[config.mk]
export PLATFORM = sky130hd
export DESIGN_NAME = seg_scan_mux_flat
export DESIGN_NICKNAME = d
export VERILOG_FILES = /design/src/rtl/seg_scan_mux_pkg.sv /design/src/rtl/seg_scan_mux_if.sv /design/src/rtl/seg_scan_mux_refresh_tick_gen.sv /design/src/rtl/seg_scan_mux.sv /design/src/flat_wrapper.sv
export SDC_FILE = /design/constraint.sdc
export NUM_CORES = 1
export LEC_CHECK = 0
export BUFFER_PORTS_ARGS = -buffer_cell sky130_fd_sc_hd__clkbuf_2
export CAP_MARGIN = 20
export CORE_MARGIN = 2
export CORE_UTILIZATION = 55
export DETAILED_ROUTE_END_ITERATION = 8
export PLACE_DENSITY = 0.76
export SLEW_MARGIN = 15
export SYNTH_ARGS = -nofsm -noshare
export SYNTH_HDL_FRONTEND = slang
export SYNTH_SLANG_ARGS = --single-unit
[constraint.sdc]
create_clock -name clk -period 2.6 [get_ports clk]
set_input_delay 0.13 -clock clk [delete_from_list [all_inputs] [get_ports clk]]
set_output_delay 0.13 -clock clk [all_outputs]
set_load 0.01 [all_outputs]
[src/rtl/seg_scan_mux_pkg.sv]
`default_nettype none
// ============================================================================
// Module      : seg_scan_mux_pkg
// Description : Shared constants, types and helpers for the 4-digit
//               7-segment scan driver (digit count, anode-off pattern,
//               digit slicing and leading-zero test).
// Revision    : 1.0 - initial release
// ============================================================================
package seg_scan_mux_pkg;

    localparam int          NUM_DIGITS = 4;
    localparam logic [3:0]  AN_OFF     = 4'b1111;

    typedef logic [1:0]  digit_idx_t;
    typedef logic [3:0]  bcd_t;
    typedef logic [15:0] frame_t;

    // Extract BCD digit 'idx' from a packed four-digit frame (digit0 = LSBs).
    function automatic bcd_t digit_slice(input frame_t frame, input digit_idx_t idx);
        return frame[{idx, 2'b00} +: 4];
    endfunction

    // True when digit 'idx' and every more-significant digit are zero,
    // i.e. digit 'idx' is a leading zero.
    function automatic logic upper_digits_zero(input frame_t frame, input digit_idx_t idx);
        return (frame >> {idx, 2'b00}) == 16'h0000;
    endfunction

endpackage : seg_scan_mux_pkg
`default_nettype wire

[src/rtl/seg_scan_mux_if.sv]
`default_nettype none
// ============================================================================
// Module      : seg_scan_mux_if
// Description : Signal bundle between the frame source / display side and
//               the scan driver.
//   DATA     [15:0] four BCD digits, [15:12] = MSD
//   LOAD            one-cycle capture strobe for DATA
//   DIGIT_EN [3:0]  per-digit enables (0 = dark)
//   BLANK_LZ        blank leading zeros
//   BCD_OUT  [3:0]  BCD code to the decoder
//   SELECT          decoder select (0 = blank pattern)
//   AN       [3:0]  active-low anodes
//   FRAME           one-cycle pulse at the start of each frame
//   master: drives the inputs and observes the display outputs
//   slave : the scan driver
// Revision    : 1.0 - initial release
// ============================================================================
interface seg_scan_mux_if;
    import seg_scan_mux_pkg::*;

    frame_t      DATA;
    logic        LOAD;
    logic [3:0]  DIGIT_EN;
    logic        BLANK_LZ;
    bcd_t        BCD_OUT;
    logic        SELECT;
    logic [3:0]  AN;
    logic        FRAME;

    modport master (
        output DATA, LOAD, DIGIT_EN, BLANK_LZ,
        input  BCD_OUT, SELECT, AN, FRAME
    );

    modport slave (
        input  DATA, LOAD, DIGIT_EN, BLANK_LZ,
        output BCD_OUT, SELECT, AN, FRAME
    );

endinterface : seg_scan_mux_if
`default_nettype wire

[src/rtl/seg_scan_mux_refresh_tick_gen.sv]
`default_nettype none
// ============================================================================
// Module      : refresh_tick_gen
// Description : Free-running slot counter 0..DIV-1 with a terminal-count
//               tick asserted while the count equals DIV-1.
//   clk, reset : clock, synchronous active-high reset
//   count      : current count within the slot
//   tick       : high on the last clock of each slot
// Revision    : 1.0 - initial release
// ============================================================================
module refresh_tick_gen #(
    parameter int DIV   = 50000,
    parameter int CNT_W = (DIV > 1) ? $clog2(DIV) : 1
) (
    input  wire logic             clk,
    input  wire logic             reset,
    output logic [CNT_W-1:0]      count,
    output logic                  tick
);

    logic [CNT_W-1:0] count_q;
    logic [CNT_W-1:0] count_d;

    assign tick  = (count_q == CNT_W'(DIV - 1));
    assign count = count_q;

    always_comb begin
        count_d = count_q + 1'b1;
        if (tick) begin
            count_d = '0;
        end
    end

    always_ff @(posedge clk) begin
        if (reset) begin
            count_q <= '0;
        end else begin
            count_q <= count_d;
        end
    end

endmodule : refresh_tick_gen
`default_nettype wire

[src/rtl/seg_scan_mux.sv]
`default_nettype none
// ============================================================================
// Module      : seg_scan_mux
// Description : Time-multiplexed scan driver for a 4-digit 7-segment display.
//               Double-buffers four BCD digits, steps one digit per refresh
//               slot and drives a single shared BCD decoder plus the
//               active-low anodes.
//   clk, reset : clock, synchronous active-high reset
//   bus        : seg_scan_mux_if slave (DATA/LOAD/DIGIT_EN/BLANK_LZ in,
//                BCD_OUT/SELECT/AN/FRAME out)
//   REFRESH_DIV: clocks per digit slot (>= 4)
//   GUARD      : anode-off clocks at slot start (< REFRESH_DIV)
// Revision    : 1.0 - initial release
// ============================================================================
module seg_scan_mux
    import seg_scan_mux_pkg::*;
#(
    parameter int REFRESH_DIV = 50000,
    parameter int GUARD       = 2
) (
    input  wire logic          clk,
    input  wire logic          reset,
    seg_scan_mux_if.slave      bus
);

    localparam int CNT_W = (REFRESH_DIV > 1) ? $clog2(REFRESH_DIV) : 1;

    logic [CNT_W-1:0] w_count;
    logic             w_tick;

    refresh_tick_gen #(
        .DIV   (REFRESH_DIV),
        .CNT_W (CNT_W)
    ) u_tick (
        .clk   (clk),
        .reset (reset),
        .count (w_count),
        .tick  (w_tick)
    );

    digit_idx_t index_q,   index_d;
    frame_t     pending_q, pending_d;
    frame_t     front_q,   front_d;
    logic       pflag_q,   pflag_d;
    bcd_t       bcd_out_q, bcd_out_d;
    logic       select_q,  select_d;
    logic [3:0] an_q,      an_d;
    logic       frame_q,   frame_d;

    logic       w_wrap;
    logic       w_blank;

    // Frame boundary: last clock of digit3's slot.
    assign w_wrap = w_tick && (index_q == digit_idx_t'(NUM_DIGITS - 1));

    // Index and double-buffer control.
    always_comb begin
        index_d   = index_q;
        pending_d = pending_q;
        front_d   = front_q;
        pflag_d   = pflag_q;

        if (w_tick) begin
            index_d = index_q + 2'd1;
        end

        if (bus.LOAD) begin
            pending_d = bus.DATA;
        end

        if (w_wrap) begin
            // A LOAD on the boundary clock bypasses the pending buffer so the
            // new value is shown in the frame that starts now.
            if (bus.LOAD) begin
                front_d = bus.DATA;
            end else if (pflag_q) begin
                front_d = pending_q;
            end
            pflag_d = 1'b0;
        end else if (bus.LOAD) begin
            pflag_d = 1'b1;
        end
    end

    // Blanking and registered display outputs for the current digit.
    always_comb begin
        w_blank = !bus.DIGIT_EN[index_q] ||
                  (bus.BLANK_LZ && (index_q != 2'd0) && upper_digits_zero(front_q, index_q));

        bcd_out_d = digit_slice(front_q, index_q);
        select_d  = !w_blank;
        an_d      = AN_OFF;
        if (!w_blank && (w_count >= CNT_W'(GUARD))) begin
            an_d = ~(4'b0001 << index_q);
        end
        frame_d   = w_wrap;
    end

    always_ff @(posedge clk) begin
        if (reset) begin
            index_q   <= '0;
            pending_q <= '0;
            front_q   <= '0;
            pflag_q   <= 1'b0;
            bcd_out_q <= '0;
            select_q  <= 1'b0;
            an_q      <= AN_OFF;
            frame_q   <= 1'b0;
        end else begin
            index_q   <= index_d;
            pending_q <= pending_d;
            front_q   <= front_d;
            pflag_q   <= pflag_d;
            bcd_out_q <= bcd_out_d;
            select_q  <= select_d;
            an_q      <= an_d;
            frame_q   <= frame_d;
        end
    end

    assign bus.BCD_OUT = bcd_out_q;
    assign bus.SELECT  = select_q;
    assign bus.AN      = an_q;
    assign bus.FRAME   = frame_q;

endmodule : seg_scan_mux
`default_nettype wire

[src/flat_wrapper.sv]
// flat-port wrapper written by rule: the top's interface ports become plain ports
module seg_scan_mux_flat import seg_scan_mux_pkg::*;
#(
    parameter int REFRESH_DIV = 50000,
    parameter int GUARD       = 2
)
  (clk, reset, bus_DATA, bus_LOAD, bus_DIGIT_EN, bus_BLANK_LZ, bus_BCD_OUT, bus_SELECT, bus_AN, bus_FRAME);
  seg_scan_mux_if bus_i ();
  input  wire logic clk;
  input  wire logic reset;
  input wire logic [$bits(bus_i.DATA)-1:0] bus_DATA;
  input wire logic [$bits(bus_i.LOAD)-1:0] bus_LOAD;
  input wire logic [$bits(bus_i.DIGIT_EN)-1:0] bus_DIGIT_EN;
  input wire logic [$bits(bus_i.BLANK_LZ)-1:0] bus_BLANK_LZ;
  output wire logic [$bits(bus_i.BCD_OUT)-1:0] bus_BCD_OUT;
  output wire logic [$bits(bus_i.SELECT)-1:0] bus_SELECT;
  output wire logic [$bits(bus_i.AN)-1:0] bus_AN;
  output wire logic [$bits(bus_i.FRAME)-1:0] bus_FRAME;
  assign bus_i.DATA = bus_DATA;
  assign bus_i.LOAD = bus_LOAD;
  assign bus_i.DIGIT_EN = bus_DIGIT_EN;
  assign bus_i.BLANK_LZ = bus_BLANK_LZ;
  assign bus_BCD_OUT = bus_i.BCD_OUT;
  assign bus_SELECT = bus_i.SELECT;
  assign bus_AN = bus_i.AN;
  assign bus_FRAME = bus_i.FRAME;
  seg_scan_mux #(.REFRESH_DIV(REFRESH_DIV), .GUARD(GUARD)) u_core (.clk(clk), .reset(reset), .bus(bus_i));
endmodule
==> results.toml <==
[status]
status = "finished, final reports clean"

[cells_and_area]
area_growth_pct = 16.0
layout-drive-gt1-share = 0.264
multiInputGateArea_mm2 = 0.00136
seq_area_mm2 = 0.00122
fillCellCount = 372
finalNetCount = 317
antenna_cells = 0
finish.utilization = 0.655

[cts]
clock_latency_ps = 330
cts_tree = "done"
cts.sinks = 61
post_cts_buffers = 0
h-tree-depth = 3
cts_made_buffers = 9
clk_root_buffer_cell = "clkbuf_8"
clkTransAtPathRegs_ps = 70
cts_max_path_buffers = 2
post_cts_resized = 0
ctsHoldBuffers = 0

[power_and_ir_drop]
power.leakage_nw = 1.26
ir_worst_vdd_uv = 292
power.density_mw_per_mm2 = 646

[floorplanning]
die_x_um = 73.4
core_mm2 = 0.00469
die_y_um = 73.4
io_pins = 34
floorplan.rows = 25
initial_core_util = 0.565
die_area_mm2 = 0.00539

[critical_path]
r2r_start = "u_core.u_tick.count[0]"
crit_end = "u_core.front_q[0]"
crit_path_start_kind = "register"
crit_path_start = "u_core.u_tick.count[0]"
crit_chain = "ha_1, and3_1, nand4_1, nor4b_4, buf_4, mux2_2"
cpMaxStageDelayCell = "dfxtp_1"
slowest_delay_ps = 390
worst_ep_arrival_time_ps = 2290
rr_worst_depth = 6
crit_required_ps = 2820
crit_fanout = 16
end_kind = "register"
critPathKind = "register to register"
ff2ff_setup_slack_ps = 530
reg2reg_to = "u_core.front_q[0]"

[drt]
ant_nets = 0
drtPass1Iterations = 5
via_per_inst = 5.40
routed_wirelength_um = 4850
drc = 0
first_iter_violations = 173
wire_per_inst_um = 14.0
vias = 1868

[yosys]
ys_seq_area_frac = 0.461
synth-edff-count = 0
synthTopCellsByArea = "dfxtp_1 46%, mux2i_1 6.0%, mux2_4 5.7%"
async_reset_ff_frac = 0
synth_ff_type = "dfxtp_1"
synthesis.nets = 281
synth-seq-cells = 61
ys_warn_count = 0
post-synth-top-count-cell = "dfxtp_1"
synth_commonest_cells = "61 x dfxtp_1, 33 x nor2_1, 21 x nor2b_1, 16 x mux2i_1, 10 x mux2_4"
ys_types = 39
synth_largest_area_cell = "dfxtp_1"
synth_area_mm2 = 0.00265
syn_avg_cell_area_um2 = 10.6
synthCells = 251
yosys.area.top_type_share = 0.461

[sta]
fin_crit_ps = 2070
setup_tns_ps = 0
max_slew.worst_pin.slew_ps = 814
finalSetupViolCount = 0
fmax_mhz = 483
drv_slew = 0
hold_slack_ps = 69.6
relSlewSlack = 0.457
rsz0062_at_grt = "no"
hold_viol_final = 0
finalCritPeriodShare = 0.797
skew_ps = 8.36

[placement]
place_congestion = 0.856
io_buffers = 33
dpl.hpwl_um = 3400

[flow_run]
cap_violations = 0

[global_route]
use_met2 = 0.304
top_usage_layer = "met2"
gr-usage-met1 = 0.276
antenna_found_initial = 0
grt_pass1_vias = 1737
gr-usage-all-layers = 0.206
grt_pass1_wl_um = 8350
grt_overflow_total = 0
grt_max_degree = 44
grt_util_met3 = 0.0741

[min_path]
hold_path.class = "input port to register"
==> stage by stage <==
step	worst slack (ps)	instances	total power [mW]	cell area [µm²]
finish	529	346	1.99	3080
global route	408	346	2.06	3080
CTS	523	346	2.01	3080
detailed placement	551	330	1.07	2850
global placement	596	330	1.07	2850
floorplan	616	251	1.04	2650
==> worst min-delay path by stage <==
stage / from / end / slack [ps] / cells after the start
6_report: bus_DATA[1] / u_core.pending_q[1] / 70 / 3
3_3_place_gp: bus_DATA[1] / u_core.pending_q[1] / 420 / 3
3_5_place_dp: bus_DATA[1] / u_core.pending_q[1] / 410 / 3
2_1_floorplan: bus_DATA[0] / u_core.pending_q[0] / 310 / 2
5_1_grt: bus_DATA[4] / u_core.pending_q[4] / 80 / 3
4_1_cts: bus_DATA[1] / u_core.pending_q[1] / 60 / 3
==> logic make-up (layout without fill, tap and decap cells) <==
logic type	after synthesis	in the layout	share of synthesized area
and+or+nand+nor	105	105	0.222
DFF	61	61	0.461
muxes	37	37	0.185
AOI/OAI and AO/OA	16	16	0.0411
buffers and inverters	15	56	0.0269
xor gates and xnor gates	11	11	0.0363
adders and majority gates	6	6	0.0283
==> cell usage in the layout (no fill, tap or decap), drive strengths merged, types with 3 or more instances in the layout <==
cell type  instances
buf                3
nor3               5
nand4              7
mux4               5
nor2              33
nand2              8
mux2i             16
o21ai              3
ha                 6
nor2b             21
nand3              9
clkbuf            45
a21oi              5
xnor2              6
nor4               6
inv                4
mux2              16
dfxtp             61
and3               3
and4               5
xor2               5
==> final cells by class <==
class / instances / share of cell area
Tap cell: 54 / 0.0220
Sequential cell: 61 / 0.397
Multi-Input combinational cell: 175 / 0.442
Timing Repair Buffer: 36 / 0.0610
Clock buffer: 12 / 0.0504
Inverter: 4 / 0.00488
Clock inverter: 4 / 0.0228
==> critical path: cells and delay by family (launching register included) <==
kind / cells / cell delay, ps
AND/OR/NAND/NOR: 3 / 650
flip-flops: 1 / 390
multiplexers: 1 / 390
buffers and inverters: 1 / 310
adder cells (fa/ha/maj): 1 / 220
==> power breakdown <==
group | internal [mW] | switching [mW]
logic | 0.0404 | 0.0487
clock network | 0.589 | 0.345
registers | 0.956 | 0.00908
==> sequential cells by signal, summed over array words and instances, names as in the netlist <==
| register | flops |
|---|---|
| u_core.index_q | 2 |
| u_core.bus.SELECT | 1 |
| u_core.u_tick.count | 16 |
| u_core.pflag_q | 1 |
| u_core.pending_q | 16 |
| u_core.front_q | 16 |
| u_core.bus.AN | 4 |
| u_core.bus.BCD_OUT | 4 |
| u_core.bus.FRAME | 1 |
==> layer usage <==
layer	wire length, µm	part of all wire
met1	2360	0.49
met2	2230	0.46
met3	233	0.048
met4	29	0.0060
met5	0	0
Note: power is estimated with default switching activity, not from simulation.
